<file path="config.mk">
export PLATFORM = sky130hd
export DESIGN_NAME = print_ctrl
export DESIGN_NICKNAME = d
export VERILOG_FILES = /design/src/rtl/print_ctrl_pkg.sv /design/src/rtl/print_buf_regfile.sv /design/src/rtl/print_ctrl.sv
export SDC_FILE = /design/constraint.sdc
export NUM_CORES = 1
export LEC_CHECK = 0
export BUFFER_PORTS_ARGS = -buffer_cell sky130_fd_sc_hd__buf_2
export CORE_MARGIN = 8
export CORE_UTILIZATION = 62
export CTS_CLUSTER_SIZE = 28
export DETAILED_ROUTE_END_ITERATION = 6
export GPL_TIMING_DRIVEN = 0
export HOLD_SLACK_MARGIN = 0.02
export MAX_ROUTING_LAYER = met4
export PLACE_DENSITY_LB_ADDON = 0.2
export SYNTH_ARGS = -nofsm -noshare
export SYNTH_HDL_FRONTEND = slang
export SYNTH_SLANG_ARGS = --single-unit
export TNS_END_PERCENT = 10
</file>
<file path="constraint.sdc">
create_clock -name clk_sys_i -period 4.7 [get_ports clk_sys_i]
set_input_delay 0.47 -clock clk_sys_i [delete_from_list [all_inputs] [get_ports clk_sys_i]]
set_output_delay 0.47 -clock clk_sys_i [all_outputs]
set_load 0.1 [all_outputs]
</file>
<file path="src/rtl/print_ctrl_pkg.sv">
// ============================================================================
// Module   : print_ctrl_pkg
// Brief    : Shared encodings for the print controller: FSM states, CSR map,
//            STATUS field positions and CTRL start bit.
// Revision : 1.0 - initial release
// ============================================================================
`default_nettype none

package print_ctrl_pkg;

    localparam logic [1:0] c_st_idle = 2'd0;
    localparam logic [1:0] c_st_arm  = 2'd1;
    localparam logic [1:0] c_st_wait = 2'd2;
    localparam logic [1:0] c_st_gap  = 2'd3;

    // Byte offsets relative to the CSR base (4*REG_NUMBER)
    localparam int unsigned c_csr_ctrl_ofs   = 32'h0;
    localparam int unsigned c_csr_status_ofs = 32'h4;

    localparam int unsigned c_stat_busy_bit    = 0;
    localparam int unsigned c_stat_done_bit    = 1;
    localparam int unsigned c_stat_timeout_bit = 2;
    localparam int unsigned c_stat_wr_err_bit  = 3;
    localparam int unsigned c_stat_words_lsb   = 8;

    localparam int unsigned c_ctrl_start_bit = 31;

endpackage

`default_nettype wire

</file>
<file path="src/rtl/print_buf_regfile.sv">
// ============================================================================
// Module   : print_buf_regfile
// Brief    : REG_NUMBER x 32 print buffer, one write port, one asynchronous
//            read port (word streaming) and one synchronous read port (bus).
// Revision : 1.0 - initial release
// ============================================================================
`default_nettype none

module print_buf_regfile #(
    parameter int unsigned REG_NUMBER = 16
) (
    input  logic                          clk,
    input  logic                          i_we,
    input  logic [$clog2(REG_NUMBER)-1:0] i_waddr,
    input  logic [31:0]                   i_wdata,
    input  logic [$clog2(REG_NUMBER)-1:0] i_araddr,
    output logic [31:0]                   o_ardata,
    input  logic                          i_re,
    input  logic [$clog2(REG_NUMBER)-1:0] i_raddr,
    output logic [31:0]                   o_rdata
);

    logic [31:0] r_mem [REG_NUMBER];
    logic [31:0] r_rdata;

    // Contents are deliberately left unreset so the array maps to plain RAM
    always_ff @(posedge clk) begin
        if (i_we) begin
            r_mem[i_waddr] <= i_wdata;
        end
        if (i_re) begin
            r_rdata <= r_mem[i_raddr];
        end
    end

    assign o_ardata = r_mem[i_araddr];
    assign o_rdata  = r_rdata;

endmodule

`default_nettype wire

</file>
<file path="src/rtl/print_ctrl.sv">
// ============================================================================
// Module   : print_ctrl
// Brief    : Bus-programmed print buffer that streams words to print_sub with
//            an enable/finish handshake, per-word timeout and completion IRQ.
// Revision : 1.0 - initial release
// ============================================================================
`default_nettype none

module print_ctrl
    import print_ctrl_pkg::*;
#(
    parameter int unsigned REG_NUMBER     = 16,
    parameter int unsigned TIMEOUT_CYCLES = 65535
) (
    input  logic                          clk_sys_i,
    input  logic                          rst_i,
    input  logic                          bus_we_i,
    input  logic                          bus_re_i,
    input  logic [$clog2(REG_NUMBER)+2:0] bus_addr_i,
    input  logic [31:0]                   bus_wdata_i,
    output logic [31:0]                   bus_rdata_o,
    output logic                          write_soc_en_o,
    input  logic                          finish_i,
    output logic [$clog2(REG_NUMBER)+1:0] data_addr_o,
    output logic [31:0]                   data_o,
    output logic                          irq_o
);

    localparam int unsigned c_iw       = $clog2(REG_NUMBER);
    localparam int unsigned c_aw       = c_iw + 3;
    localparam logic [c_iw:0] c_len_max  = (c_iw + 1)'(REG_NUMBER);
    localparam logic [31:0]   c_tmo_last = 32'(TIMEOUT_CYCLES) - 32'd1;

    logic [1:0]      r_state;
    logic            r_en;
    logic [c_iw-1:0] r_index;
    logic [c_iw:0]   r_len;
    logic [c_iw+1:0] r_addr;
    logic [31:0]     r_tcnt;
    logic            r_done;
    logic            r_timeout;
    logic            r_wr_err;
    logic [7:0]      r_words;
    logic            r_rd_buf;
    logic [31:0]     r_csr_rdata;

    logic            w_is_csr;
    logic [c_iw-1:0] w_word;
    logic            w_busy;
    logic            w_ctrl_sel;
    logic            w_status_sel;
    logic            w_ctrl_we;
    logic            w_status_we;
    logic            w_buf_we;
    logic [c_iw:0]   w_len_req;
    logic [c_iw:0]   w_len_clamped;
    logic            w_tmo_hit;
    logic            w_last;
    logic [c_iw-1:0] w_index_nxt;
    logic [31:0]     w_status;
    logic [31:0]     w_buf_ardata;
    logic [31:0]     w_buf_rdata;
    logic            w_unused;

    assign w_is_csr      = bus_addr_i[c_aw-1];
    assign w_word        = bus_addr_i[c_aw-2:2];
    assign w_busy        = (r_state != c_st_idle);
    assign w_ctrl_sel    = w_is_csr && (w_word == c_iw'(c_csr_ctrl_ofs >> 2));
    assign w_status_sel  = w_is_csr && (w_word == c_iw'(c_csr_status_ofs >> 2));
    assign w_ctrl_we     = bus_we_i && w_ctrl_sel;
    assign w_status_we   = bus_we_i && w_status_sel;
    assign w_buf_we      = bus_we_i && !w_is_csr && !w_busy;
    assign w_len_req     = bus_wdata_i[c_iw:0];
    assign w_len_clamped = (w_len_req > c_len_max) ? c_len_max : w_len_req;
    assign w_tmo_hit     = (TIMEOUT_CYCLES != 0) && (r_tcnt == c_tmo_last);
    assign w_last        = ({1'b0, r_index} == (r_len - 1'b1));
    assign w_index_nxt   = r_index + 1'b1;
    assign w_unused      = ^{bus_addr_i[1:0], bus_wdata_i};

    always_comb begin
        w_status                                  = '0;
        w_status[c_stat_busy_bit]                 = w_busy;
        w_status[c_stat_done_bit]                 = r_done;
        w_status[c_stat_timeout_bit]              = r_timeout;
        w_status[c_stat_wr_err_bit]               = r_wr_err;
        w_status[c_stat_words_lsb +: 8]           = r_words;
    end

    print_buf_regfile #(
        .REG_NUMBER (REG_NUMBER)
    ) u_buf (
        .clk      (clk_sys_i),
        .i_we     (w_buf_we),
        .i_waddr  (w_word),
        .i_wdata  (bus_wdata_i),
        .i_araddr (r_index),
        .o_ardata (w_buf_ardata),
        .i_re     (bus_re_i && !w_is_csr),
        .i_raddr  (w_word),
        .o_rdata  (w_buf_rdata)
    );

    // FSM sets are placed after the W1C clears so a same-cycle set wins
    always_ff @(posedge clk_sys_i) begin
        if (rst_i) begin
            r_state   <= c_st_idle;
            r_en      <= 1'b0;
            r_index   <= '0;
            r_len     <= '0;
            r_addr    <= '0;
            r_tcnt    <= '0;
            r_done    <= 1'b0;
            r_timeout <= 1'b0;
            r_wr_err  <= 1'b0;
            r_words   <= '0;
        end else begin
            if (w_status_we) begin
                if (bus_wdata_i[c_stat_done_bit])    r_done    <= 1'b0;
                if (bus_wdata_i[c_stat_timeout_bit]) r_timeout <= 1'b0;
                if (bus_wdata_i[c_stat_wr_err_bit])  r_wr_err  <= 1'b0;
            end
            if (bus_we_i && w_busy &&
                (!w_is_csr || (w_ctrl_sel && bus_wdata_i[c_ctrl_start_bit]))) begin
                r_wr_err <= 1'b1;
            end
            case (r_state)
                c_st_idle: begin
                    if (w_ctrl_we) begin
                        r_len <= w_len_clamped;
                        if (bus_wdata_i[c_ctrl_start_bit]) begin
                            if (w_len_clamped == '0) begin
                                r_done <= 1'b1;
                            end else begin
                                r_index <= '0;
                                r_addr  <= '0;
                                r_words <= '0;
                                r_tcnt  <= '0;
                                r_en    <= 1'b1;
                                r_state <= c_st_arm;
                            end
                        end
                    end
                end
                c_st_arm: begin
                    if (w_tmo_hit) begin
                        r_timeout <= 1'b1;
                        r_en      <= 1'b0;
                        r_state   <= c_st_idle;
                    end else begin
                        r_tcnt <= r_tcnt + 32'd1;
                        if (!finish_i) r_state <= c_st_wait;
                    end
                end
                c_st_wait: begin
                    if (finish_i) begin
                        r_words <= r_words + 8'd1;
                        r_en    <= 1'b0;
                        r_state <= c_st_gap;
                    end else if (w_tmo_hit) begin
                        r_timeout <= 1'b1;
                        r_en      <= 1'b0;
                        r_state   <= c_st_idle;
                    end else begin
                        r_tcnt <= r_tcnt + 32'd1;
                    end
                end
                c_st_gap: begin
                    if (w_last) begin
                        r_done  <= 1'b1;
                        r_state <= c_st_idle;
                    end else begin
                        r_index <= w_index_nxt;
                        r_addr  <= {w_index_nxt, 2'b00};
                        r_tcnt  <= '0;
                        r_en    <= 1'b1;
                        r_state <= c_st_arm;
                    end
                end
                default: begin
                    r_en    <= 1'b0;
                    r_state <= c_st_idle;
                end
            endcase
        end
    end

    // Read data is captured before this cycle's write takes effect
    always_ff @(posedge clk_sys_i) begin
        if (rst_i) begin
            r_rd_buf    <= 1'b0;
            r_csr_rdata <= '0;
        end else if (bus_re_i) begin
            r_rd_buf    <= !w_is_csr;
            r_csr_rdata <= w_status_sel ? w_status : '0;
        end
    end

    assign bus_rdata_o    = r_rd_buf ? w_buf_rdata : r_csr_rdata;
    assign write_soc_en_o = r_en;
    assign data_addr_o    = r_addr;
    assign data_o         = w_buf_ardata;
    assign irq_o          = r_done | r_timeout;

endmodule

`default_nettype wire

</file>
### Word level (Yosys, flattened, before mapping)

Memories as Yosys holds them, arrays and structs flattened. A register that Yosys moved wholly into a read port is not among the register bits.
Cells that the tools add are included.

| word-level totals | value |
|---|---|
| flip-flop bits (word level) | 94 |
| bits in writable memories | 512 |
| output and inout bits | 72 |
| word-level logic and storage cells | 121 |
| memories kept | 1 |

| cells by class | value |
|---|---|
| add/sub/neg operators | 4 |
| order comparisons | 1 |
| equality and inequality tests | 14 |
| muxes and demuxes | 60 |
| bitwise operators | 1 |
| reductions and logical operators | 28 |

Memories:

| name | words | width | rd ports | clocked after memory_dff | wr ports | line | source |
|---|---|---|---|---|---|---|---|
| u_buf.r_mem | 16 | 32 | 2 | 2 | 1 | print_buf_regfile.sv:23 | `logic [31:0] r_mem [REG_NUMBER];` |

Operators with widths:

| operator | count |
|---|---|
| $mux 32 | 7 |
| $pmux 32 s4 | 1 |
| $add 32x1->32 const B | 1 |
| $eq 32x16->1 const B | 1 |
| $mux 8 | 4 |
| $mux 4 | 6 |
| $mux 6 | 4 |
| $mux 1 | 22 |
| $reduce_and 5->1 | 4 |
| $mux 16 | 1 |
| $pmux 8 s2 | 1 |
| $mux 2 | 7 |
| $ne 2x2->1 const B | 6 |
| $pmux 6 s2 | 1 |
| $logic_and 1x1->1 | 10 |
| $reduce_bool 2->1 | 5 |
| $add 8x1->8 const B | 1 |
| $pmux 2 s4 | 1 |
| $pmux 4 s2 | 1 |
| $ne 3x3->1 const B | 2 |
| $eq 4x5->1 | 1 |
| $gt 5x5->1 const B | 1 |
| $logic_not 5->1 | 1 |
| $mux 5 | 1 |
| 14 further kinds | 18 |

### Longest topological paths before layout

| logic depth | value |
|---|---|
| depth in word-level cells | 9 |
| gate-level depth with buffers | 10 |
| depth with buffers taken out | 8 |

### By module

From an unflattened synthesis, not the netlist that was laid out.

| second synthesis, totals | value |
|---|---|
| cells, all modules | 1,607 |
| area, all modules | 27,859.2 um^2 |

By module, submodules not included:

| module | instances | cells each | area an instance (um^2) | seq. area each (um^2) |
|---|---|---|---|---|
| print_buf_regfile | 1 | 1,109 | 23,867.9 | 16,335.7 |
| print_ctrl | 1 | 498 | 3,991.3 | 1,361.3 |

### Worst setup path after synthesis

No wires, ideal clock.

| timing | value |
|---|---|
| path type | in2reg |
| start | input bus_addr_i[2] |
| end | memory u_buf.r_mem[3][0], enable pin |
| library setup time | 0.461 ns |
| arrival | 3.939 ns |
| setup slack | 0.300 ns |
| stages on the path | 5 |
| cells stage by stage | clkbuf_1 > buf_1 > clkbuf_1 > nand3_1 > nor3_1 |

RTL lines:

| what | line | source |
|---|---|---|
| start, declared | print_ctrl.sv:19 | `input logic [$clog2(REG_NUMBER)+2:0] bus_addr_i,` |
| end, declared | print_buf_regfile.sv:23 |  |

Straight into the memory's write port.

==> flow_metrics.tcl <==
set metrics [dict create \
    antenna_found_initial 4 \
    slew_violations 0 \
    r2r_cells 9 \
    setup_slack_ns 0.155 \
    vias 17180 \
    hold_class "in -> reg" \
    critPathTopFamily "buffers and inverters" \
    grt_overflow 0 \
    power_per_cell_area_mw_per_mm2 368 \
    clkLatencyLatePin_ns 0.65 \
    min_period_ns 4.54 \
    areaGrowthSynthToFinish_pct 13.9 \
    setup_tns_ns 0 \
    p_switching_w 0.00265 \
    dieHeight_um 229 \
    yosys.area_share.simple_pct 5.32 \
    synth_seq_cells 616 \
    slowest_delay_ns 1.02 \
    start_util_pct 62.2 \
    worstReg2RegEnd "u_buf.r_mem[3][13]" \
    cp_data_arrival_time_ns 4.07 \
    wire_per_inst_um 33.8 \
    dr.first_iter.drc_count 2538 \
    avgViaCountPerCell 7.38 \
    final-setup-viol-count 0 \
    synth_top_area_share_pct 58.3 \
    crit_path_frequent_cell "mux4_2" \
    clockPowerShare_pct 42.1 \
    worstHoldPathCells 2 \
    hold_viol 0 \
    place_inst 2209 \
    synth-edff-count 544 \
    tightest_slew_ns 1.31 \
    cts.sinks 616 \
    n_fill_cell 2687 \
    crit_fanout 10 \
    cp-end-kind "output port" \
    multi_input_area_mm2 0.00991 \
    crit_slowest_cell "buf_1" \
    synth_common_cells "edfxtp_1 (544), mux4_2 (320), dfxtp_1 (72)" \
    drive_gt1_share_pct 34.4 \
    fin_skew_ns 0.0237 \
    detail-route-antenna-nets 0 \
    status "finished, final reports clean" \
    grt_max_degree 23 \
    path_clk_slew_ns 0.06 \
    grt_pass1_wl_um 114000 \
    ys_seq_area_share_pct 63.5 \
    fmax_mhz 220 \
    route.detailed.drc 0 \
    dr.pass1.iters 6 \
    register_area_mm2 0.0178 \
    cts.path.max_buffers 3 \
    syn_avg_cell_area_um2 19.1 \
    ir_drop_uv 311 \
    internal_power_w 0.00909 \
    syn_area_mm2 0.0280 \
    row_count 78 \
    cts_max_level 2 \
    path_class "reg -> out" \
    async_reset_ff_share_pct 0 \
    synth_top_family_by_area "multiplexers" \
    cts_root_buffer "clkbuf_16" \
    hold_buffers 0 \
    core_region_area_mm2 0.0450 \
    holdPathEnd "r_rd_buf" \
    swShare_pct 22.6 \
    yosys.area_share.adder_pct 0.402 \
    postRouteWirelength_um 78700 \
    maxCapViolations 0 \
    path_cells "clkbuf_1 -> buf_1 -> mux4_2 -> mux4_2 -> buf_2" \
    fin_cells 2327 \
    gp_congestion 0.855 \
    max-slew-margin-rel_pct 12.5 \
    combPwrFrac_pct 6.5 \
    yosysWarnings 0 \
    muxShareOfSynthArea_pct 26.3 \
    hold_start "bus_addr_i[6]" \
    track_usage_pct 30.5 \
    postSynthCellCount 1468 \
    crit_cells 5 \
    synth_xor_area_share_pct 0.500 \
    rsz0062_at_grt "no" \
    die_x_um 229 \
    min_period_over_period_pct 96.7 \
    critPathBufInv 3 \
    synth-compound-area-share_pct 2.41 \
    cp_data_required_time_ns 4.23 \
    rrSetupSlack_ns 1.32 \
    layout.nets 1725 \
    dp_worst_setup_slack_ns 0.115 \
    grt_pass1_vias 17215 \
    die-area_mm2 0.0522 \
    start_kind "register" \
    seqPwrFrac_pct 51.4 \
    synth_most_common_cell "edfxtp_1" \
    synth_top_cell_by_area "edfxtp_1" \
    cts_made_buffers 61 \
    hpwl_um 49300 \
    portBuffers 110 \
    cts_tree "built" \
    post_cts_resized 0 \
    p_leak_nw 9.93 \
    cts_setup_buffers 0 \
    yosys-top-cells-area "edfxtp_1 (58%), mux4_2 (26%), dfxtp_1 (5.1%), clkbuf_1 (0.84%), a21oi_1 (0.80%)" \
    synth_flop_cell "edfxtp_1" \
    io-pin-count 116 \
    r2r_start "r_state[1]" \
    yosysUniqueCellTypes 60 \
]
## placed cells by master, fill, tap and decap left out, types with 13 or more instances in the layout
| cell | Yosys | final |
|---|---|---|
| edfxtp_1 | 544 | 544 |
| nand4_1 | 18 | 18 |
| buf_1 | 31 | 31 |
| dfxtp_1 | 72 | 72 |
| o21ai_0 | 22 | 22 |
| nand2_1 | 37 | 37 |
| and2_1 | 28 | 28 |
| or3_1 | 18 | 18 |
| mux4_2 | 320 | 320 |
| clkbuf_16 | 0 | 63 |
| nor2b_1 | 16 | 15 |
| clkinv_2 | 0 | 13 |
| nand3_1 | 19 | 19 |
| nor2_1 | 54 | 42 |
| buf_2 | 4 | 114 |
| a21oi_1 | 45 | 45 |
| buf_6 | 1 | 17 |
| clkbuf_1 | 63 | 75 |
## flip-flops by register name, indices dropped and copies added, names as in the netlist, named ones only
register        flops
u_buf.r_mem       512
r_tcnt             32
u_buf.o_rdata      32
r_csr_rdata        12
r_words             8
r_len               5
r_index             4
r_state             2
r_done              1
r_rd_buf            1
r_timeout           1
r_wr_err            1
write_soc_en_o      1
## power by group through the flow
stage                     Combinational, W  Sequential (W)  Clock (W)
after floorplan                   0.000463         0.00615          0
after global placement            0.000710         0.00615          0
after detailed placement          0.000743         0.00615          0
after CTS                         0.000752         0.00603    0.00495
after global routing              0.000790         0.00604    0.00512
final                             0.000760         0.00603    0.00494
## layout make-up
cell class / count / area share [%]
Clock inverter: 33 / 1.04
Tap cell: 600 / 2.35
Timing Repair Buffer: 140 / 3.18
Buffer: 101 / 1.25
Inverter: 9 / 0.106
Multi-Input combinational cell: 743 / 31.1
Clock buffer: 80 / 5.26
Sequential cell: 616 / 55.7
Antenna cell: 5 / 0.0392
## layer usage
layer / part of all wire, % / wire length (µm) / global-route usage (%) / up-vias
met5: 0 / 0 / - / -
met2: 48 / 38000 / 47.5 / 1429
met4: 4.2 / 3320 / 12.3 / 0
met1: 35 / 27800 / 38.9 / 8826
li1: - / - / - / 6660
met3: 12 / 9530 / 7.15 / 265
## worst max-delay path by stage
| stage | from | to | slack, ns |
|---|---|---|---|
| after CTS | register | data_o[31] | 0.14 |
| after floorplan | bus_addr_i[2] | u_buf.r_mem[3][0] | 0.30 |
| after global routing | register | data_o[31] | 0.03 |
| final | register | data_o[31] | 0.16 |
| after detailed placement | bus_addr_i[2] | u_buf.r_mem[3][13] | 0.11 |
| after global placement | bus_addr_i[2] | u_buf.r_mem[1][13] | -3.67 |
## through the flow
stage | hold WS, ns | utilization, % | area (µm²) | power (W)
floorplan | 0.448 | - | 28000 | 0.00662
global placement | 0.463 | 65.1 | 29300 | 0.00686
detailed placement | 0.473 | 66.4 | 29900 | 0.00689
CTS | 0.119 | 70.9 | 31900 | 0.0117
global route | 0.157 | 70.9 | 31900 | 0.0120
finish | 0.162 | 70.9 | 31900 | 0.0117
## logic make-up (layout without fill, tap and decap cells)
| family | count (synthesis) | after routing |
|---|---|---|
| adders and majority gates | 9 | 9 |
| muxes | 335 | 335 |
| other | 1 | 7 |
| and+or+nand+nor | 270 | 270 |
| xor gates and xnor gates | 16 | 16 |
| AOI/OAI and AO/OA | 111 | 111 |
| buffers and inverters | 110 | 363 |
| DFF | 616 | 616 |
No activity file was read; power rests on OpenSTA's default activity.
